[src/rtl/sys_defs.sv]
// Shared system definitions: datapath widths, lane count, instruction type,
// the WFI encoding, and the types used by the fetch buffer.
package sys_defs;

    localparam int XLEN   = 32;
    localparam int N_WAY  = 2;
    localparam int DISP_W = $clog2(N_WAY + 1);

    typedef logic [31:0] INST;

    localparam INST WFI_INST = 32'h1050_0073;

    typedef struct packed {
        logic [XLEN-1:0] pc;
        INST             inst;
    } fetch_entry_t;

    typedef enum logic [1:0] {
        FS_IDLE,
        FS_WAIT,
        FS_DROP
    } fetch_state_t;

endpackage

[src/rtl/fetch_buffer_if.sv]
// Instruction-memory request/response bus between the fetch buffer and Imem.
interface fetch_buffer_if;
    import sys_defs::*;

    logic            proc2Imem_req;
    logic [XLEN-1:0] proc2Imem_addr;
    logic            Imem2proc_valid;
    INST             Imem2proc_data;

    modport master (
        output proc2Imem_req,
        output proc2Imem_addr,
        input  Imem2proc_valid,
        input  Imem2proc_data
    );

    modport slave (
        input  proc2Imem_req,
        input  proc2Imem_addr,
        output Imem2proc_valid,
        output Imem2proc_data
    );

endinterface

[src/rtl/fetch_ring.sv]
// Circular instruction queue: single push, an N_WAY-wide read window starting
// at head, and a variable pop clamped to the number of valid window lanes.
module fetch_ring
    import sys_defs::*;
#(
    parameter  int DEPTH = 8,
    localparam int PTR_W = $clog2(DEPTH),
    localparam int CNT_W = $clog2(DEPTH + 1)
) (
    input  logic                     clock,
    input  logic                     reset,
    input  logic                     flush,
    input  logic                     push,
    input  fetch_entry_t             push_entry,
    input  logic [DISP_W-1:0]        pop_req,
    output logic [CNT_W-1:0]         count,
    output logic [N_WAY-1:0]         win_valid,
    output fetch_entry_t [N_WAY-1:0] win_entry
);

    fetch_entry_t     mem_q [DEPTH];
    logic [PTR_W-1:0] head_q, head_d;
    logic [PTR_W-1:0] tail_q, tail_d;
    logic [CNT_W-1:0] count_q, count_d;
    logic [CNT_W-1:0] avail;
    logic [CNT_W-1:0] pop_n;
    logic [PTR_W-1:0] rd_idx;

    always_comb begin
        avail   = (count_q < CNT_W'(N_WAY)) ? count_q : CNT_W'(N_WAY);
        pop_n   = (CNT_W'(pop_req) > avail) ? avail : CNT_W'(pop_req);
        head_d  = head_q;
        tail_d  = tail_q;
        count_d = count_q;
        if (flush) begin
            head_d  = '0;
            tail_d  = '0;
            count_d = '0;
        end else begin
            // DEPTH is a power of two, so pointer wrap is plain truncation
            head_d  = head_q + PTR_W'(pop_n);
            tail_d  = tail_q + PTR_W'(push);
            count_d = count_q + CNT_W'(push) - pop_n;
        end
    end

    always_ff @(posedge clock or negedge reset) begin
        if (!reset) begin
            head_q  <= '0;
            tail_q  <= '0;
            count_q <= '0;
        end else begin
            head_q  <= head_d;
            tail_q  <= tail_d;
            count_q <= count_d;
        end
    end

    always_ff @(posedge clock) begin
        if (push && !flush) begin
            mem_q[tail_q] <= push_entry;
        end
    end

    always_comb begin
        rd_idx    = '0;
        win_valid = '0;
        win_entry = '0;
        for (int i = 0; i < N_WAY; i++) begin
            rd_idx       = head_q + PTR_W'(i);
            win_valid[i] = (CNT_W'(i) < count_q);
            win_entry[i] = win_valid[i] ? mem_q[rd_idx] : '0;
        end
    end

    assign count = count_q;

endmodule

[src/rtl/fetch_buffer.sv]
// Instruction fetch buffer: one-outstanding-request fetch control feeding a
// circular queue. Define FETCH_WFI_STOP_EN to stop fetching after a WFI.
//
// state   | meaning
// FS_IDLE | no request outstanding
// FS_WAIT | request outstanding, response will be enqueued
// FS_DROP | request outstanding across a redirect, response will be discarded
module fetch_buffer
    import sys_defs::*;
#(
    parameter  int              DEPTH    = 8,
    parameter  logic [XLEN-1:0] RESET_PC = '0,
    localparam int              CNT_W    = $clog2(DEPTH + 1)
) (
    input  logic                       clock,
    input  logic                       reset,
    fetch_buffer_if.master             imem,
    input  logic                       redirect_en,
    input  logic [XLEN-1:0]            redirect_pc,
    input  logic [DISP_W-1:0]          dispatch_count,
    output logic [N_WAY-1:0][XLEN-1:0] out_PC,
    output INST  [N_WAY-1:0]           out_inst,
    output logic [N_WAY-1:0]           out_valid,
    output logic [CNT_W-1:0]           count
);

    fetch_state_t             state_q, state_d;
    logic [XLEN-1:0]          fetch_pc_q, fetch_pc_d;
    logic                     halted_q, halted_d;
    logic                     pending;
    logic                     resp;
    logic                     req;
    logic                     push;
    logic [CNT_W:0]           occupancy;
    fetch_entry_t             push_entry;
    logic [N_WAY-1:0]         win_valid;
    fetch_entry_t [N_WAY-1:0] win_entry;

    assign pending   = (state_q != FS_IDLE);
    assign occupancy = {1'b0, count} + (CNT_W + 1)'(pending);

    always_comb begin
        state_d    = state_q;
        fetch_pc_d = fetch_pc_q;
        halted_d   = halted_q;
        push       = 1'b0;
        push_entry = '{pc: fetch_pc_q, inst: imem.Imem2proc_data};
        resp       = pending && imem.Imem2proc_valid;
        req        = !pending && !halted_q && !redirect_en &&
                     (occupancy < (CNT_W + 1)'(DEPTH));
        if (redirect_en) begin
            fetch_pc_d = redirect_pc;
            halted_d   = 1'b0;
            if (resp) begin
                state_d = FS_IDLE;
            end else if (pending) begin
                state_d = FS_DROP;
            end
        end else if (resp) begin
            state_d = FS_IDLE;
            if (state_q == FS_WAIT) begin
                push       = 1'b1;
                fetch_pc_d = fetch_pc_q + XLEN'(4);
`ifdef FETCH_WFI_STOP_EN
                halted_d   = (imem.Imem2proc_data == WFI_INST);
`endif
            end
        end else if (req) begin
            state_d = FS_WAIT;
        end
    end

    always_ff @(posedge clock or negedge reset) begin
        if (!reset) begin
            state_q    <= FS_IDLE;
            fetch_pc_q <= RESET_PC;
            halted_q   <= 1'b0;
        end else begin
            state_q    <= state_d;
            fetch_pc_q <= fetch_pc_d;
            halted_q   <= halted_d;
        end
    end

    assign imem.proc2Imem_req  = req;
    assign imem.proc2Imem_addr = fetch_pc_q;

    fetch_ring #(.DEPTH(DEPTH)) u_ring (
        .clock      (clock),
        .reset      (reset),
        .flush      (redirect_en),
        .push       (push),
        .push_entry (push_entry),
        .pop_req    (dispatch_count),
        .count      (count),
        .win_valid  (win_valid),
        .win_entry  (win_entry)
    );

    always_comb begin
        out_PC   = '0;
        out_inst = '0;
        for (int i = 0; i < N_WAY; i++) begin
            out_PC[i]   = win_entry[i].pc;
            out_inst[i] = win_entry[i].inst;
        end
    end

    assign out_valid = win_valid;

endmodule

[src/flat_wrapper.sv]
// flat-port wrapper written by rule: the top's interface ports become plain ports
module fetch_buffer_flat import sys_defs::*;
#(
    parameter  int              DEPTH    = 8,
    parameter  logic [XLEN-1:0] RESET_PC = '0,
    localparam int              CNT_W    = $clog2(DEPTH + 1)
)
  (clock, reset, redirect_en, redirect_pc, dispatch_count, out_PC, out_inst, out_valid, count, imem_proc2Imem_req, imem_proc2Imem_addr, imem_Imem2proc_valid, imem_Imem2proc_data);
  fetch_buffer_if imem_i ();
  input  logic clock;
  input  logic reset;
  input  logic redirect_en;
  input  logic [XLEN-1:0] redirect_pc;
  input  logic [DISP_W-1:0] dispatch_count;
  output logic [N_WAY-1:0][XLEN-1:0] out_PC;
  output INST  [N_WAY-1:0] out_inst;
  output logic [N_WAY-1:0] out_valid;
  output logic [CNT_W-1:0] count;
  output wire logic [$bits(imem_i.proc2Imem_req)-1:0] imem_proc2Imem_req;
  output wire logic [$bits(imem_i.proc2Imem_addr)-1:0] imem_proc2Imem_addr;
  input wire logic [$bits(imem_i.Imem2proc_valid)-1:0] imem_Imem2proc_valid;
  input wire logic [$bits(imem_i.Imem2proc_data)-1:0] imem_Imem2proc_data;
  assign imem_proc2Imem_req = imem_i.proc2Imem_req;
  assign imem_proc2Imem_addr = imem_i.proc2Imem_addr;
  assign imem_i.Imem2proc_valid = imem_Imem2proc_valid;
  assign imem_i.Imem2proc_data = imem_Imem2proc_data;
  fetch_buffer #(.DEPTH(DEPTH), .RESET_PC(RESET_PC)) u_core (.clock(clock), .reset(reset), .imem(imem_i), .redirect_en(redirect_en), .redirect_pc(redirect_pc), .dispatch_count(dispatch_count), .out_PC(out_PC), .out_inst(out_inst), .out_valid(out_valid), .count(count));
endmodule
[config.mk]
export PLATFORM = sky130hd
export DESIGN_NAME = fetch_buffer_flat
export DESIGN_NICKNAME = d
export VERILOG_FILES = /design/src/rtl/sys_defs.sv /design/src/rtl/fetch_buffer_if.sv /design/src/rtl/fetch_ring.sv /design/src/rtl/fetch_buffer.sv /design/src/flat_wrapper.sv
export SDC_FILE = /design/constraint.sdc
export NUM_CORES = 1
export LEC_CHECK = 0
export ABC_AREA = 1
export CORE_AREA = 2 2 240 242
export CTS_CLUSTER_SIZE = 16
export DETAILED_ROUTE_END_ITERATION = 12
export DIE_AREA = 0 0 242 244
export PLACE_DENSITY = 0.77
export SETUP_SLACK_MARGIN = 0.3
export SLEW_MARGIN = 20
export SYNTH_ARGS = -nofsm -noshare
export SYNTH_HDL_FRONTEND = slang
export SYNTH_SLANG_ARGS = --single-unit
[constraint.sdc]
create_clock -name clock -period 16.5 [get_ports clock]
set_input_delay 3.3 -clock clock [delete_from_list [all_inputs] [get_ports clock]]
set_output_delay 3.3 -clock clock [all_outputs]
set_load 0.01 [all_outputs]
==> reports/results.txt <==
crit share post-route - 51.75%
Int Power - 3.444 mW
main combinational cell family by area after synthesis - compound AO/OA/AOI/OAI gates
Critical Path End Type - output pin
GRT Total Usage - 26.11%
Logic pwr share - 49.7%
PostCTS Resize Cnt - 0
initial antenna violation count - 4
DR vias - 22625
Ports - 237
Avg WL per Cell - 21.32 um
Fin Setup TNS - 0 ns
crit path kind - input pin to output pin
number of DRC markers in iteration 0 - 2828
worst hold slack - 0.5612 ns
worst-margin pin slew - 1.151 ns
first-pass GRT wire length - 121000 um
sequential share of power - 29.3%
leak pwr - 11.96 nW
maximum vdd drop - 0.0001569 V
prevailing post-synth register cell - edfxtp_1
syn_area_per_cell - 9.890 sq um
critical path fanouts, max - 40
relative slew slack - 23.24%
routability congestion estimate - 0.9077
Final min period - 8.538 ns
Psw - 2.364 mW
Ant. Diodes - 0
Cell Area, Synth - 0.02800 sq mm
CTS tree - done
RSZ-0062 raised after global routing - no
total CTS buffers - 55
Final setup viols - 0
Crit-path slowest cell - clkdlybuf4s50_1
total grt overflow - 0
Final Hold Fails - 0
arrival time at the worst endpoint - 5.24 ns
worst hold path type - flop to flop
Synth cell types - 36
Post-Synth XOR/XNOR Area - 0.4692%
largest net degree at the start of global routing - 260
flop2flop setup slack - 12.57 ns
H-tree levels - 2
vias in the first global route - 22440
worst slack, placed - 7.987 ns
CP Data Required Time - 13.20 ns
EDFF count, synth - 512
die height - 244 um
DP HPWL - 44510 um
Multi-input gate area - 0.009333 sq mm
clock skew - 0.02687 ns
Final #Nets - 3021
clock sinks - 556
Sequential cell area - 0.01648 sq mm
Clock power frac - 21.0%
drt via density - 6.059
number of synthesized register bits - 556
Power Density - 179.8 mW/mm^2
crit-path max cell delay - 0.47 ns
CTS max path bufs - 3
most frequent cells in the layout - edfxtp_1, nand2_1, a21oi_1
Sw Ratio - 40.70%
area share of fa/ha/maj cells after synthesis - 0.7240%
DRT Wirelength - 79600 um
status - completed
Core ar. - 0.05617 sq mm
most common cell after layout, fill and taps aside - edfxtp_1
CTS Root Cell - clkbuf_16
first drt pass iteration count - 5
gate count after technology mapping - 2831
die area - 0.05905 sq mm
IO Port Bufs - 236
post-synthesis compound-gate area fraction - 22.15%
Post-Synth Simple-Gate Area - 9.711%
crit path cell chain - clkdlybuf4s50_1 > buf_4 > inv_1 > nand3_1 > inv_1 > clkdlybuf4s50_1
Remaining DRCs - 0
Initial Utilization - 49.85%
Clock Pin Slew Worst Setup and Hold Paths - 0.06 ns
Seq/Total Area, Yosys - 58.85%
Synth-to-Final Area Change - 15.40%
Routed Antenna Nets - 0
CTS Hold Buffers Added - 0
final max-slew violation count - 0
Worst-Skew Late Latency - 0.61 ns
FFs w/ async S/R, synth - 7.914%
net count after synthesis - 2916
fmax - 0.1171 GHz
maxcap violations - 0
Core Rows - 87
critical path launch point type - input pin
synth warn - 0
die width - 242 um
mux contribution to synthesized area - 0%
fillers - 4544
final worst slack - 7.962 ns
Post-CTS Setup Inserts - 0
share of post-route cells with drive strength above 1 - 6.145%
-- kinds of logic (layout without fill, tap and decap cells) --
logic type      after synthesis  in the layout
flops                       556            556
fa+ha+maj                    15             15
buf+inv                     533            680
xor+xnor                     15             15
simple gates                659            659
compound gates             1053           1053
-- final cells by class --
class | count | share of cell area (%)
sequential | 556 | 51.02
multi-input combinational | 1742 | 28.89
timing repair buffer | 267 | 8.086
clock buffer | 66 | 4.450
inverter | 314 | 3.706
tap | 756 | 2.928
clock inverter | 33 | 0.9255
-- worst max-delay path: cells and delay by family --
family                 cells  cell delay (ns)
buffers and inverters      5             1.70
AND/OR/NAND/NOR            1             0.22
-- path summary, 6_finish.rpt --
check	startpoint	endpoint	cells past startpoint
max reg2reg	u_core.state_q[1]	u_core.u_ring.mem_q[4][30]	8
min	u_core.state_q[1]	u_core.state_q[1]	2
min in group asynchronous	reset	u_core.imem.proc2Imem_addr[9]	1
min reg2reg	u_core.state_q[1]	u_core.state_q[1]	2
max	redirect_en	imem_proc2Imem_req	6
max in group asynchronous	reset	u_core.u_ring.head_q[0]	1
-- power groups by stage --
stage	clock network (mW)	logic [mW]	registers, mW
3_3_place_gp	0	2.75	1.72
3_5_place_dp	0	2.84	1.73
6_report	1.22	2.89	1.70
5_1_grt	1.29	3.11	1.71
2_1_floorplan	0	1.73	1.67
4_1_cts	1.23	2.86	1.70
-- stage by stage --
| step | instances | power (mW) | area, sq um | util (%) |
|---|---|---|---|---|
| final | 3734 | 5.809 | 32310 | 57.52 |
| after floorplan | 2831 | 3.409 | 28000 | - |
| after global routing | 3734 | 6.104 | 32310 | 57.52 |
| after detailed placement | 3635 | 4.565 | 30560 | 54.41 |
| after CTS | 3734 | 5.789 | 32300 | 57.50 |
| after global placement | 3635 | 4.469 | 30560 | 54.41 |
-- sequential cells by signal, indices dropped and copies added (netlist names) --
name                        count
u_core.imem.proc2Imem_addr     32
u_core.u_ring.tail_q            3
u_core.u_ring.head_q            3
u_core.state_q                  2
u_core.u_ring.mem_q           512
u_core.u_ring.count             4
-- Yosys cell counts (all sizes together), types with 2 or more instances --
master  instances  share of area [%]
edfxtp        512                 55
nand2         403                5.4
o21ai         398                7.1
a21oi         389                7.6
inv           313                4.2
nand3         168                3.0
o211ai        132                3.5
buf           130                2.7
clkbuf         89                1.2
nor2           72               0.97
a31oi          64                1.4
o211a          63                2.3
dfrtp          44                3.9
ha             13               0.58
xor2           10               0.31
nor3            9               0.16
xnor2           5               0.16
nand3b          3              0.080
nand4           3              0.067
o21bai          3              0.080
fa              2               0.14
-- metal layers --
metal	global-route usage [%]	vias up	wire length, um
met5	0	-	47
met4	10.58	8	2529
met3	4.895	232	7672
met2	44.40	1246	38600
met1	33.03	10821	30750
li1	-	10318	-
(Power assumes the default switching activity.)
